**config.mk**
```make
export PLATFORM = sky130hd
export DESIGN_NAME = hilo_ctrl
export DESIGN_NICKNAME = d
export VERILOG_FILES = /design/src/rtl/hilo_ctrl.sv
export SDC_FILE = /design/constraint.sdc
export NUM_CORES = 1
export LEC_CHECK = 0
export ABC_AREA = 1
export CAP_MARGIN = 20
export CELL_PAD_IN_SITES_DETAIL_PLACEMENT = 1
export CELL_PAD_IN_SITES_GLOBAL_PLACEMENT = 2
export CORE_MARGIN = 2
export CORE_UTILIZATION = 19
export DETAILED_ROUTE_END_ITERATION = 16
export HOLD_SLACK_MARGIN = 0.1
export PLACE_DENSITY = 0.83
export SETUP_SLACK_MARGIN = 0.1
export SLEW_MARGIN = 15
export SYNTH_ARGS = -nofsm -noshare
export SYNTH_HDL_FRONTEND = slang
export SYNTH_SLANG_ARGS = --single-unit
export TNS_END_PERCENT = 10
```
**constraint.sdc**
```tcl
create_clock -name clk -period 2.09 [get_ports clk]
set_input_delay 0.3135 -clock clk [delete_from_list [all_inputs] [get_ports clk]]
set_output_delay 0.3135 -clock clk [all_outputs]
set_load 0.02 [all_outputs]
```
**src/rtl/hilo_ctrl.sv**
```systemverilog
// HI/LO controller for the EXE-stage mult/div unit: issues operations, holds
// operands, stalls EXE while the unit works, and writes results or aborts.
module hilo_ctrl #(
    parameter int unsigned WDOG_CYCLES = 63
) (
    input  logic        clk,
    input  logic        rst,
    input  logic        exe_valid_in,
    input  logic [3:0]  exe_md_op_in,
    input  logic [1:0]  exe_mt_op_in,
    input  logic [31:0] exe_rs_in,
    input  logic [31:0] exe_rt_in,
    input  logic        wb_ClrStpJmp_in,
    input  logic        mult_complete_in,
    input  logic        div_complete_in,
    input  logic [63:0] mult_res_in,
    input  logic [63:0] div_res_in,
    input  logic        div_tready_in,
    output logic [3:0]  md_op_out,
    output logic [31:0] md_in0_out,
    output logic [31:0] md_in1_out,
    output logic        md_flush_out,
    output logic [31:0] hi_out,
    output logic [31:0] lo_out,
    output logic        md_busy_out,
    output logic        md_err_out
);

    typedef enum logic [1:0] {
        S_IDLE = 2'd0,
        S_MULT = 2'd1,
        S_DIV  = 2'd2
    } state_t;

    localparam logic [5:0] WDOG_LIM = 6'(WDOG_CYCLES);

    state_t      state_q;
    logic [5:0]  cnt_q;
    logic [3:0]  md_op_q;
    logic [31:0] in0_q;
    logic [31:0] in1_q;
    logic        flush_q;
    logic [31:0] hi_q;
    logic [31:0] lo_q;
    logic        err_q;

    logic        md_req;
    logic        is_mult_op;
    logic        issue;
    logic        mt_req;
    logic        complete;
    logic [63:0] res;
    logic [5:0]  cnt_inc;
    logic        wdog_hit;

    always_comb begin
        md_req     = exe_valid_in & (|exe_md_op_in) & ~wb_ClrStpJmp_in;
        is_mult_op = |exe_md_op_in[1:0];
        issue      = (state_q == S_IDLE) & md_req & (is_mult_op | div_tready_in);
        mt_req     = (state_q == S_IDLE) & exe_valid_in & ~wb_ClrStpJmp_in & ~(|exe_md_op_in);
        complete   = ((state_q == S_MULT) & mult_complete_in) |
                     ((state_q == S_DIV)  & div_complete_in);
        res        = (state_q == S_MULT) ? mult_res_in : div_res_in;
        cnt_inc    = (cnt_q == '1) ? cnt_q : cnt_q + 6'd1;
        // Abort on the edge where the count of elapsed wait cycles reaches the limit.
        wdog_hit   = (cnt_inc >= WDOG_LIM);
        md_busy_out = ((state_q != S_IDLE) & ~complete) | ((state_q == S_IDLE) & md_req);
    end

    always_ff @(posedge clk) begin
        if (rst) begin
            state_q <= S_IDLE;
            cnt_q   <= '0;
            md_op_q <= '0;
            in0_q   <= '0;
            in1_q   <= '0;
            flush_q <= 1'b0;
            hi_q    <= '0;
            lo_q    <= '0;
            err_q   <= 1'b0;
        end else begin
            flush_q <= 1'b0;
            case (state_q)
                S_IDLE: begin
                    if (issue) begin
                        md_op_q <= exe_md_op_in;
                        in0_q   <= exe_rs_in;
                        in1_q   <= exe_rt_in;
                        cnt_q   <= '0;
                        state_q <= is_mult_op ? S_MULT : S_DIV;
                    end else if (mt_req) begin
                        if (exe_mt_op_in[0]) hi_q <= exe_rs_in;
                        if (exe_mt_op_in[1]) lo_q <= exe_rs_in;
                    end
                end
                S_MULT, S_DIV: begin
                    cnt_q <= cnt_inc;
                    // Flush beats a coincident completion; completion beats the watchdog.
                    if (wb_ClrStpJmp_in) begin
                        md_op_q <= '0;
                        flush_q <= 1'b1;
                        state_q <= S_IDLE;
                    end else if (complete) begin
                        hi_q    <= res[63:32];
                        lo_q    <= res[31:0];
                        md_op_q <= '0;
                        state_q <= S_IDLE;
                    end else if (wdog_hit) begin
                        md_op_q <= '0;
                        flush_q <= 1'b1;
                        err_q   <= 1'b1;
                        state_q <= S_IDLE;
                    end
                end
                default: begin
                    md_op_q <= '0;
                    state_q <= S_IDLE;
                end
            endcase
        end
    end

    assign md_op_out    = md_op_q;
    assign md_in0_out   = in0_q;
    assign md_in1_out   = in1_q;
    assign md_flush_out = flush_q;
    assign hi_out       = hi_q;
    assign lo_out       = lo_q;
    assign md_err_out   = err_q;

endmodule

```
==> flow_metrics.env, run 1 <==
export IMPL_die_w_um=187
export IMPL_min_period_ns=1.97
export IMPL_cts_tree="yes"
export IMPL_setup_viol=0
export IMPL_synth_nets=1148
export IMPL_synthArstFlopShare_pct=0
export IMPL_hold_class="register to register"
export IMPL_synth_mux_area_share_pct=0
export IMPL_required_ns=2.40
export IMPL_drv_slew=0
export IMPL_io_pins=340
export IMPL_dieArea_um2=34800
export IMPL_drc=0
export IMPL_design_area_um2=11300
export IMPL_grt_pass1_wl_um=47800
export IMPL_drv_cap=0
export IMPL_grt_pass1_vias=8288
export IMPL_place_inst=1686
export IMPL_crit_fanout=9
export IMPL_clock_path_buffers=2
export IMPL_worst_skew_pair_late_latency_ns=0.42
export IMPL_cts_buffers=17
export IMPL_dp_hpwl_um=22700
export IMPL_initial_utilization_pct=19.4
export IMPL_outcome="finished, final reports clean"
export IMPL_leakage_nw=4.33
export IMPL_stdcell_count=1731
export IMPL_yosys_top_cells_area="dfxtp_1 45%, nor2_1 20%, o21ai_0 19%, nand2_1 4.5%, clkbuf_1 2.4%"
export IMPL_worst_slack_ns=0.124
export IMPL_hp_start="md_err_out$_SDFFE_PP0P_"
export IMPL_syn_area_um2=6330
export IMPL_synth_compound_area_share_pct=22.2
export IMPL_yosysUniqueCellTypes=26
export IMPL_grt_overflow_total=0
export IMPL_synth_edf_count=0
export IMPL_peakVddDrop_mv=0.448
export IMPL_setup_tns_ns=0
export IMPL_start_kind="register"
export IMPL_vias_per_cell=4.42
export IMPL_period_share_pct=94.1
export IMPL_first_pass_iters=4
export IMPL_synth_top_area_share_pct=44.9
export IMPL_cp_data_arrival_time_ns=2.27
export IMPL_row_count=66
export IMPL_pre_cts_ws_ns=-0.150
export IMPL_die_h_um=187
export IMPL_cellPowerDensity_nw_per_um2=726
export IMPL_grtUsageTotal_pct=17.7
export IMPL_rsz0062_at_grt="yes"
export IMPL_clock_sinks=142
export IMPL_numPortBuffers=339
export IMPL_drive_gt1_share_pct=8.54
export IMPL_hold_ws_ns=0.464
export IMPL_finalHoldViolCount=0
export IMPL_syn_inst=939
export IMPL_vias=7654
export IMPL_critical_path_class="register to register"
export IMPL_startpoint="state_q[1]$_SDFFE_PP0P_"
export IMPL_gp_congestion=0.859
export IMPL_maxSlewHeadroom_pct=65.0
export IMPL_ys_seq_elements=142
export IMPL_seq_area_frac_synth_pct=44.9
export IMPL_synth_xor_area_share_pct=0.138
export IMPL_skew_ns=0.00681
export IMPL_detail_route_wl_per_cell_um=18.6
export IMPL_ctsHoldBuffers=0
export IMPL_synth_simple_area_share_pct=26.0
export IMPL_drtIter0Drc=276
export IMPL_synth_fa_ha_area_share_pct=0.791
export IMPL_h_tree_depth=4
export IMPL_r2r_start="state_q[1]$_SDFFE_PP0P_"
export IMPL_grt_max_degree=80
export IMPL_cts_reportedPaths_clkPinSlew_ns=0.06
export IMPL_root_buffer="clkbuf_16"
export IMPL_final_cell_mix="338 x clkdlybuf4s50_1, 329 x nor2_1, 231 x o21ai_0"
export IMPL_synth_flop_cell="dfxtp_1"
export IMPL_place_area_um2=10400
export IMPL_fin_util_pct=34.6
export IMPL_worst_pin_slew_ns=0.525
export IMPL_ys_warn_count=0
export IMPL_coreArea_um2=32700
export IMPL_ant_nets=0
export IMPL_antenna_found_initial=1
export IMPL_drt_total_wl_um=32200
export IMPL_crit_path_end_kind="register"
export IMPL_final_common_cell="clkdlybuf4s50_1"
export IMPL_total_power_mw=8.22
export IMPL_avgSynthCellArea_um2=6.74
export IMPL_synth_top_family_by_area="simple AND/OR/NAND/NOR gates"
export IMPL_synth_largest_area_cell="dfxtp_1"
export IMPL_area_growth_pct=78.9
export IMPL_fmax_ghz=0.509
export IMPL_nets=1485
==> metal layers <==
layer / vias to the layer above / routed length [um] / track usage [%]
met5: - / 0 / 0
met4: 0 / 671 / 5.40
met3: 33 / 2620 / 6.56
met2: 258 / 15300 / 30.0
met1: 3631 / 13600 / 20.7
li1: 3732 / - / -
==> flip-flops by register name (all words and copies together), names as in the netlist <==
signal and cells:
cnt_q 6, hi_out 32, lo_out 32, md_err_out 1
md_flush_out 1, md_in0_out 32, md_in1_out 32, md_op_out 4
state_q 2
==> cell families after synthesis <==
group	count (synthesis)
flip-flops	142
AO/OA/AOI/OAI	278
AND/OR/NAND/NOR	426
adder cells (fa/ha/maj)	4
XOR/XNOR	1
buffers and inverters	88
==> synthesized netlist by cell type (all sizes together) (3+ instances only) <==
cell type	count
nor2	335
o21ai	258
dfxtp	142
nand2	79
clkbuf	43
inv	24
buf	21
a21oi	16
nand3	9
ha	4
nor3	3
==> critical path: stages (launching register included) <==
cell,delay [ns]
dfxtp_2,0.36
inv_2,0.07
ha_4,0.27
buf_4,0.15
nand2_2,0.06
inv_2,0.05
nor3_2,0.20
nand2_2,0.13
buf_4,0.19
clkbuf_16,0.16
o21ai_0,0.15
nor2_1,0.06
==> where the power goes <==
part,total (mW),internal (mW),switching (mW)
combinational,1.98,0.957,1.02
clock,3.26,2.00,1.26
sequential,2.98,2.89,0.0944
total,8.22,5.84,2.37
==> final timing paths <==
path	to	slack, ns	cells past startpoint
max reg2reg	hi_out[20]$_SDFFE_PP0P_	0.12	11
min	md_err_out$_SDFFE_PP0P_	0.46	2
min reg2reg	md_err_out$_SDFFE_PP0P_	0.46	2
max	hi_out[20]$_SDFFE_PP0P_	0.12	11
==> layout make-up <==
| class | instances | area, um^2 |
|---|---|---|
| Antenna cell | 1 | 2.50 |
| Tap cell | 442 | 553 |
| Clock buffer | 21 | 480 |
| Sequential cell | 142 | 2850 |
| Timing Repair Buffer | 382 | 4000 |
| Fill cell | 3964 | 21400 |
| Clock inverter | 10 | 136 |
| Inverter | 24 | 106 |
| Multi-Input combinational cell | 709 | 3190 |
==> what timing repair did <==
item                                    CTS  global route
cloned                                    0             6
pin swaps                                 0             4
setup buffers                             0             7
resized for setup                         8            40
endpoints found under the setup margin   57           111
endpoints found under the hold margin     0             0
(Power assumes the default switching activity.)
==> inputs of run 2 (changes only) <==
--- a/config.mk
+++ b/config.mk
@@ -9,11 +9,13 @@
 export CAP_MARGIN = 20
 export CELL_PAD_IN_SITES_DETAIL_PLACEMENT = 1
 export CELL_PAD_IN_SITES_GLOBAL_PLACEMENT = 2
+export CORE_ASPECT_RATIO = 1.4
 export CORE_MARGIN = 2
 export CORE_UTILIZATION = 19
 export DETAILED_ROUTE_END_ITERATION = 16
 export HOLD_SLACK_MARGIN = 0.1
 export PLACE_DENSITY = 0.83
+export REMOVE_ABC_BUFFERS = 1
 export SETUP_SLACK_MARGIN = 0.1
 export SLEW_MARGIN = 15
 export SYNTH_ARGS = -nofsm -noshare
==> flow_metrics.env, run 2 (synthesized netlist as in run 1, its figures left out) <==
export IMPL_outcome="finished, final reports clean"
export IMPL_start_kind="register"
export IMPL_grt_overflow_total=0
export IMPL_ant_nets=0
export IMPL_grtUsageTotal_pct=17.5
export IMPL_io_pins=340
export IMPL_grt_pass1_wl_um=45400
export IMPL_coreArea_um2=33000
export IMPL_detail_route_wl_per_cell_um=17.8
export IMPL_dieArea_um2=34800
export IMPL_min_to="md_in1_out[25]$_SDFFE_PP0P_"
export IMPL_drtIter0Drc=195
export IMPL_gp_congestion=0.774
export IMPL_worst_skew_pair_late_latency_ns=0.45
export IMPL_finalHoldViolCount=0
export IMPL_place_inst=1692
export IMPL_ff2ff_path_depth=12
export IMPL_drv_cap=0
export IMPL_antenna_found_initial=0
export IMPL_design_area_um2=11300
export IMPL_skew_ns=0.0124
export IMPL_initial_utilization_pct=19.2
export IMPL_crit_fanout=7
export IMPL_nets=1485
export IMPL_period_share_pct=94.0
export IMPL_hold_depth=3
export IMPL_hold_class="input pin to register"
export IMPL_die_w_um=158
export IMPL_crit_path_end_kind="register"
export IMPL_startpoint="state_q[0]$_SDFFE_PP0P_"
export IMPL_nFillCells=4045
export IMPL_cts_buffers=17
export IMPL_dp_hpwl_um=22600
export IMPL_final_common_cell="clkdlybuf4s50_1"
export IMPL_numPortBuffers=339
export IMPL_vias_per_cell=4.37
export IMPL_pre_cts_ws_ns=-0.189
export IMPL_worst_slack_ns=0.125
export IMPL_cts_tree="yes"
export IMPL_die_h_um=220
export IMPL_cp_data_arrival_time_ns=2.30
export IMPL_vias=7576
export IMPL_fmax_ghz=0.509
export IMPL_setup_tns_ns=0
export IMPL_worst_pin_slew_ns=0.407
export IMPL_rsz0062_at_grt="yes"
export IMPL_maxSlewHeadroom_pct=72.8
export IMPL_h_tree_depth=4
export IMPL_critical_path_class="register to register"
export IMPL_diodes=0
export IMPL_place_area_um2=10400
export IMPL_area_growth_pct=78.1
export IMPL_leakage_nw=4.30
export IMPL_p_switching_mw=2.39
export IMPL_cellPowerDensity_nw_per_um2=721
export IMPL_hp_start="exe_rt_in[25]"
export IMPL_swShare_pct=29.3
export IMPL_drv_slew=0
export IMPL_combPwrFrac_pct=23.8
export IMPL_drt_total_wl_um=30900
export IMPL_p_seq_share_pct=36.6
export IMPL_grt_pass1_vias=8067
export IMPL_setup_viol=0
export IMPL_drc=0
export IMPL_clkPwrFrac_pct=39.6
export IMPL_grt_max_degree=71
export IMPL_clock_sinks=142
export IMPL_r2r_setup_slack_ns=0.13
export IMPL_peakVddDrop_mv=0.488
export IMPL_ctsHoldBuffers=0
export IMPL_required_ns=2.42
export IMPL_stdcell_count=1734
export IMPL_row_count=79
export IMPL_clock_path_buffers=2
export IMPL_r2r_start="state_q[0]$_SDFFE_PP0P_"
export IMPL_root_buffer="clkbuf_16"
export IMPL_min_period_ns=1.96
export IMPL_first_pass_iters=4
export IMPL_intPower_mw=5.74
export IMPL_cts_reportedPaths_clkPinSlew_ns=0.07
export IMPL_final_cell_mix="338 x clkdlybuf4s50_1, 323 x nor2_1, 225 x o21ai_0"
export IMPL_drive_gt1_share_pct=9.15
export IMPL_r2r_end="hi_out[18]$_SDFFE_PP0P_"
[run 2: layer usage]
layer / vias up / routed length, um / global-route usage (%)
met5: - / 0 / 0
met3: 64 / 1840 / 5.15
met1: 3544 / 11800 / 18.1
met4: 0 / 1180 / 8.50
met2: 229 / 16100 / 32.0
li1: 3739 / - / -
[run 2: cell type report]
| class | instances | area [um^2] | area share [%] |
|---|---|---|---|
| clock buffers | 19 | 443 | 3.93 |
| clock inverters | 13 | 164 | 1.45 |
| inverters | 24 | 98.8 | 0.877 |
| multi-input cells | 709 | 3210 | 28.5 |
| flip-flops and latches | 142 | 2850 | 25.3 |
| well taps | 445 | 557 | 4.94 |
| repair buffers | 382 | 3950 | 35.1 |
[run 2: critical path, stage by stage, from the launching register on]
cell	delay, ns
dfxtp_2	0.33
buf_4	0.14
ha_4	0.17
a22o_4	0.25
buf_6	0.13
nor2_4	0.14
nor3_2	0.06
nand2_2	0.12
buf_12	0.14
inv_6	0.06
clkbuf_16	0.16
nor2_1	0.09
nor2_1	0.05
[run 2: repair_timing]
item                                    CTS  global route
cloned                                    2             1
endpoints found under the setup margin   54            79
buffers inserted                          2             5
pin swaps                                 2             6
resized for setup                        14            49
[run 2: how the worst max path moves through the flow]
stage / slack, ns / endpoint / depth (start not counted)
floorplan: -1.17 / hi_out[10]$_SDFFE_PP0P_ / 10
global route: 0.03 / lo_out[25]$_SDFFE_PP0P_ / 10
CTS: 0.1 / md_busy_out / 5
finish: 0.13 / hi_out[18]$_SDFFE_PP0P_ / 12
detailed placement: -0.19 / hi_out[27]$_SDFFE_PP0P_ / 9
global placement: -0.12 / hi_out[11]$_SDFFE_PP0P_ / 10
[run 2: power by group through the flow]
stage / Clock [mW] / Sequential [mW] / Combinational [mW]
after CTS: 3.37 / 2.97 / 1.92
after detailed placement: 0 / 3.03 / 1.88
after global placement: 0 / 3.02 / 1.86
final: 3.22 / 2.98 / 1.93
after floorplan: 0 / 3.24 / 0.517
after global routing: 3.45 / 2.99 / 2.10
[run 2: metrics by stage]
step                      total power [mW]  utilization, %  hold WS (ns)
after floorplan                       3.76               -         0.383
after global placement                4.89            31.5         0.444
after detailed placement              4.91            31.5         0.456
after CTS                             8.26            33.7         0.415
after global routing                  8.55            34.1         0.450
final                                 8.13            34.1         0.448
==> inputs of run 3 (changes only) <==
--- a/config.mk
+++ b/config.mk
@@ -11,10 +11,10 @@
 export CELL_PAD_IN_SITES_GLOBAL_PLACEMENT = 2
 export CORE_ASPECT_RATIO = 1.4
 export CORE_MARGIN = 2
-export CORE_UTILIZATION = 19
+export CORE_UTILIZATION = 17
 export DETAILED_ROUTE_END_ITERATION = 16
 export HOLD_SLACK_MARGIN = 0.1
-export PLACE_DENSITY = 0.83
+export PLACE_DENSITY = 0.78
 export REMOVE_ABC_BUFFERS = 1
 export SETUP_SLACK_MARGIN = 0.1
 export SLEW_MARGIN = 15
==> constraint.sdc (replaced) <==
create_clock -name clk -period 1.73 [get_ports clk]
set_input_delay 0.2595 -clock clk [delete_from_list [all_inputs] [get_ports clk]]
set_output_delay 0.2595 -clock clk [all_outputs]
set_load 0.02 [all_outputs]
==> flow_metrics.env, run 3 (synthesized netlist as in run 1, its figures left out) <==
export IMPL_numPortBuffers=339
export IMPL_swShare_pct=29.2
export IMPL_area_growth_pct=94.8
export IMPL_leakage_nw=5.37
export IMPL_grt_pass1_wl_um=49300
export IMPL_first_pass_iters=4
export IMPL_met2WireLength_um=17800
export IMPL_row_count=83
export IMPL_drv_cap=0
export IMPL_io_pins=340
export IMPL_setup_tns_ns=-19.81
export IMPL_period_share_pct=115
export IMPL_grtUsageTotal_pct=16.8
export IMPL_root_buffer="clkbuf_16"
export IMPL_die_h_um=232
export IMPL_drtIter0Drc=227
export IMPL_final_cell_mix="263 x nor2_1, 204 x clkdlybuf4s50_1, 181 x o21ai_0"
export IMPL_antenna_found_initial=3
export IMPL_detail_route_wl_per_cell_um=18.5
export IMPL_coreArea_um2=36700
export IMPL_gp_congestion=0.769
export IMPL_cp_data_arrival_time_ns=2.31
export IMPL_peakVddDrop_mv=0.525
export IMPL_vias=7790
export IMPL_dp_hpwl_um=23300
export IMPL_initial_utilization_pct=17.3
export IMPL_skew_ns=0.00911
export IMPL_cts_buffers=17
export IMPL_drt_total_wl_um=33400
export IMPL_dieArea_um2=38800
export IMPL_drive_gt1_share_pct=19.8
export IMPL_crit_path_end_kind="register"
export IMPL_critical_path_class="register to register"
export IMPL_drv_slew=0
export IMPL_cts_reportedPaths_clkPinSlew_ns=0.06
export IMPL_pre_cts_ws_ns=-0.435
export IMPL_grt_pass1_vias=8405
export IMPL_ctsHoldBuffers=0
export IMPL_clock_path_buffers=2
export IMPL_ant_nets=0
export IMPL_outcome="finished with violations"
export IMPL_start_kind="register"
export IMPL_fin_util_pct=33.6
export IMPL_intPower_mw=7.31
export IMPL_p_switching_mw=3.01
export IMPL_violations="setup timing"
export IMPL_maxUsedRoutingLayer="met4"
export IMPL_h_tree_depth=4
export IMPL_rsz0062_at_grt="yes"
export IMPL_min_period_ns=1.98
export IMPL_clock_sinks=142
export IMPL_hold_class="input pin to register"
export IMPL_maxSlewHeadroom_pct=74.9
export IMPL_grt_max_degree=65
export IMPL_cts_tree="yes"
export IMPL_finalHoldViolCount=0
export IMPL_design_area_um2=12300
export IMPL_fmax_ghz=0.504
export IMPL_cellPowerDensity_nw_per_um2=837
export IMPL_worst_slack_ns=-0.253
export IMPL_die_w_um=167
export IMPL_worst_skew_pair_late_latency_ns=0.44
export IMPL_total_power_mw=10.3
export IMPL_combPwrFrac_pct=25.5
export IMPL_drc=0
export IMPL_required_ns=2.06
export IMPL_grt_overflow_total=0
export IMPL_setup_viol=142
export IMPL_clkPwrFrac_pct=39.6
export IMPL_nets=1536
export IMPL_final_common_cell="nor2_1"
export IMPL_wl_met1_um=12700
export IMPL_wl_met3_um=1930
export IMPL_vias_per_cell=4.31
export IMPL_place_area_um2=10700
export IMPL_worst_pin_slew_ns=0.372
export IMPL_p_seq_share_pct=34.9
export IMPL_crit_fanout=19
## run 3: changes by cell type in the layout (fill, tap and decap cells not counted), moves of 25 or more
cell	previous run	this run
nor2_1	323	263
buf_4	20	52
dlygate4sd2_1	0	134
nor2_4	2	27
clkdlybuf4s50_1	338	204
nor2_2	10	45
o21ai_0	225	181
## run 3: what timing repair did
action | CTS | global route
pin swaps | 9 | 13
cloned | 7 | 1
hold endpoints to repair | 0 | 0
setup endpoints to repair | 277 | 143
gates resized for setup | 303 | 113
setup buffers | 14 | 3
## run 3: worst paths after layout
| kind | startpoint | end | slack (ns) | cells past startpoint |
|---|---|---|---|---|
| worst max-delay path | state_q[0]$_SDFFE_PP0P_ | lo_out[19]$_SDFFE_PP0P_ | -0.25 | 11 |
| worst min-delay path | exe_rt_in[10] | md_in1_out[10]$_SDFFE_PP0P_ | 0.41 | 3 |
| worst max register to register | state_q[0]$_SDFFE_PP0P_ | lo_out[19]$_SDFFE_PP0P_ | -0.25 | 11 |
| worst min register to register | md_err_out$_SDFFE_PP0P_ | md_err_out$_SDFFE_PP0P_ | 0.47 | 2 |
## run 3: metal layers
| metal | vias up | GRT usage (%) |
|---|---|---|
| met5 | - | 0 |
| met4 | 0 | 7.00 |
| met3 | 43 | 4.86 |
| li1 | 3847 | - |
| met1 | 3672 | 17.4 |
| met2 | 228 | 31.3 |
## run 3: through the flow
| stage | hold slack (ns) | cells |
|---|---|---|
| after floorplan | 0.329 | 875 |
| after global placement | 0.449 | 1751 |
| after detailed placement | 0.463 | 1751 |
| after CTS | 0.361 | 1801 |
| after global routing | 0.379 | 1808 |
| final | 0.407 | 1808 |
## run 3: layout make-up
class                           count  area [um^2]
Sequential cell                   142         2850
Tap cell                          467          584
Clock inverter                     12          194
Clock buffer                       18          439
Fill cell                        4337        24300
Timing Repair Buffer              433         4410
Antenna cell                        3         7.51
Inverter                           24          129
Multi-Input combinational cell    709         3710
## run 3: power by group through the flow
stage	clock network (mW)	logic [mW]	registers, mW
6_report	4.08	2.63	3.61
2_1_floorplan	0	0.625	3.91
3_5_place_dp	0	2.42	3.66
3_3_place_gp	0	2.40	3.65
5_1_grt	4.36	2.85	3.63
4_1_cts	4.25	2.56	3.60
## run 3: worst max-delay path: stages (launching register included)
cell and delay, ns:
dfxtp_4 0.37, inv_4 0.09, ha_4 0.16, nand2_1 0.08
buf_4 0.15, o31ai_4 0.24, buf_6 0.15, buf_4 0.14
nand2_8 0.09, buf_12 0.18, o21ai_0 0.16, nor2_1 0.05
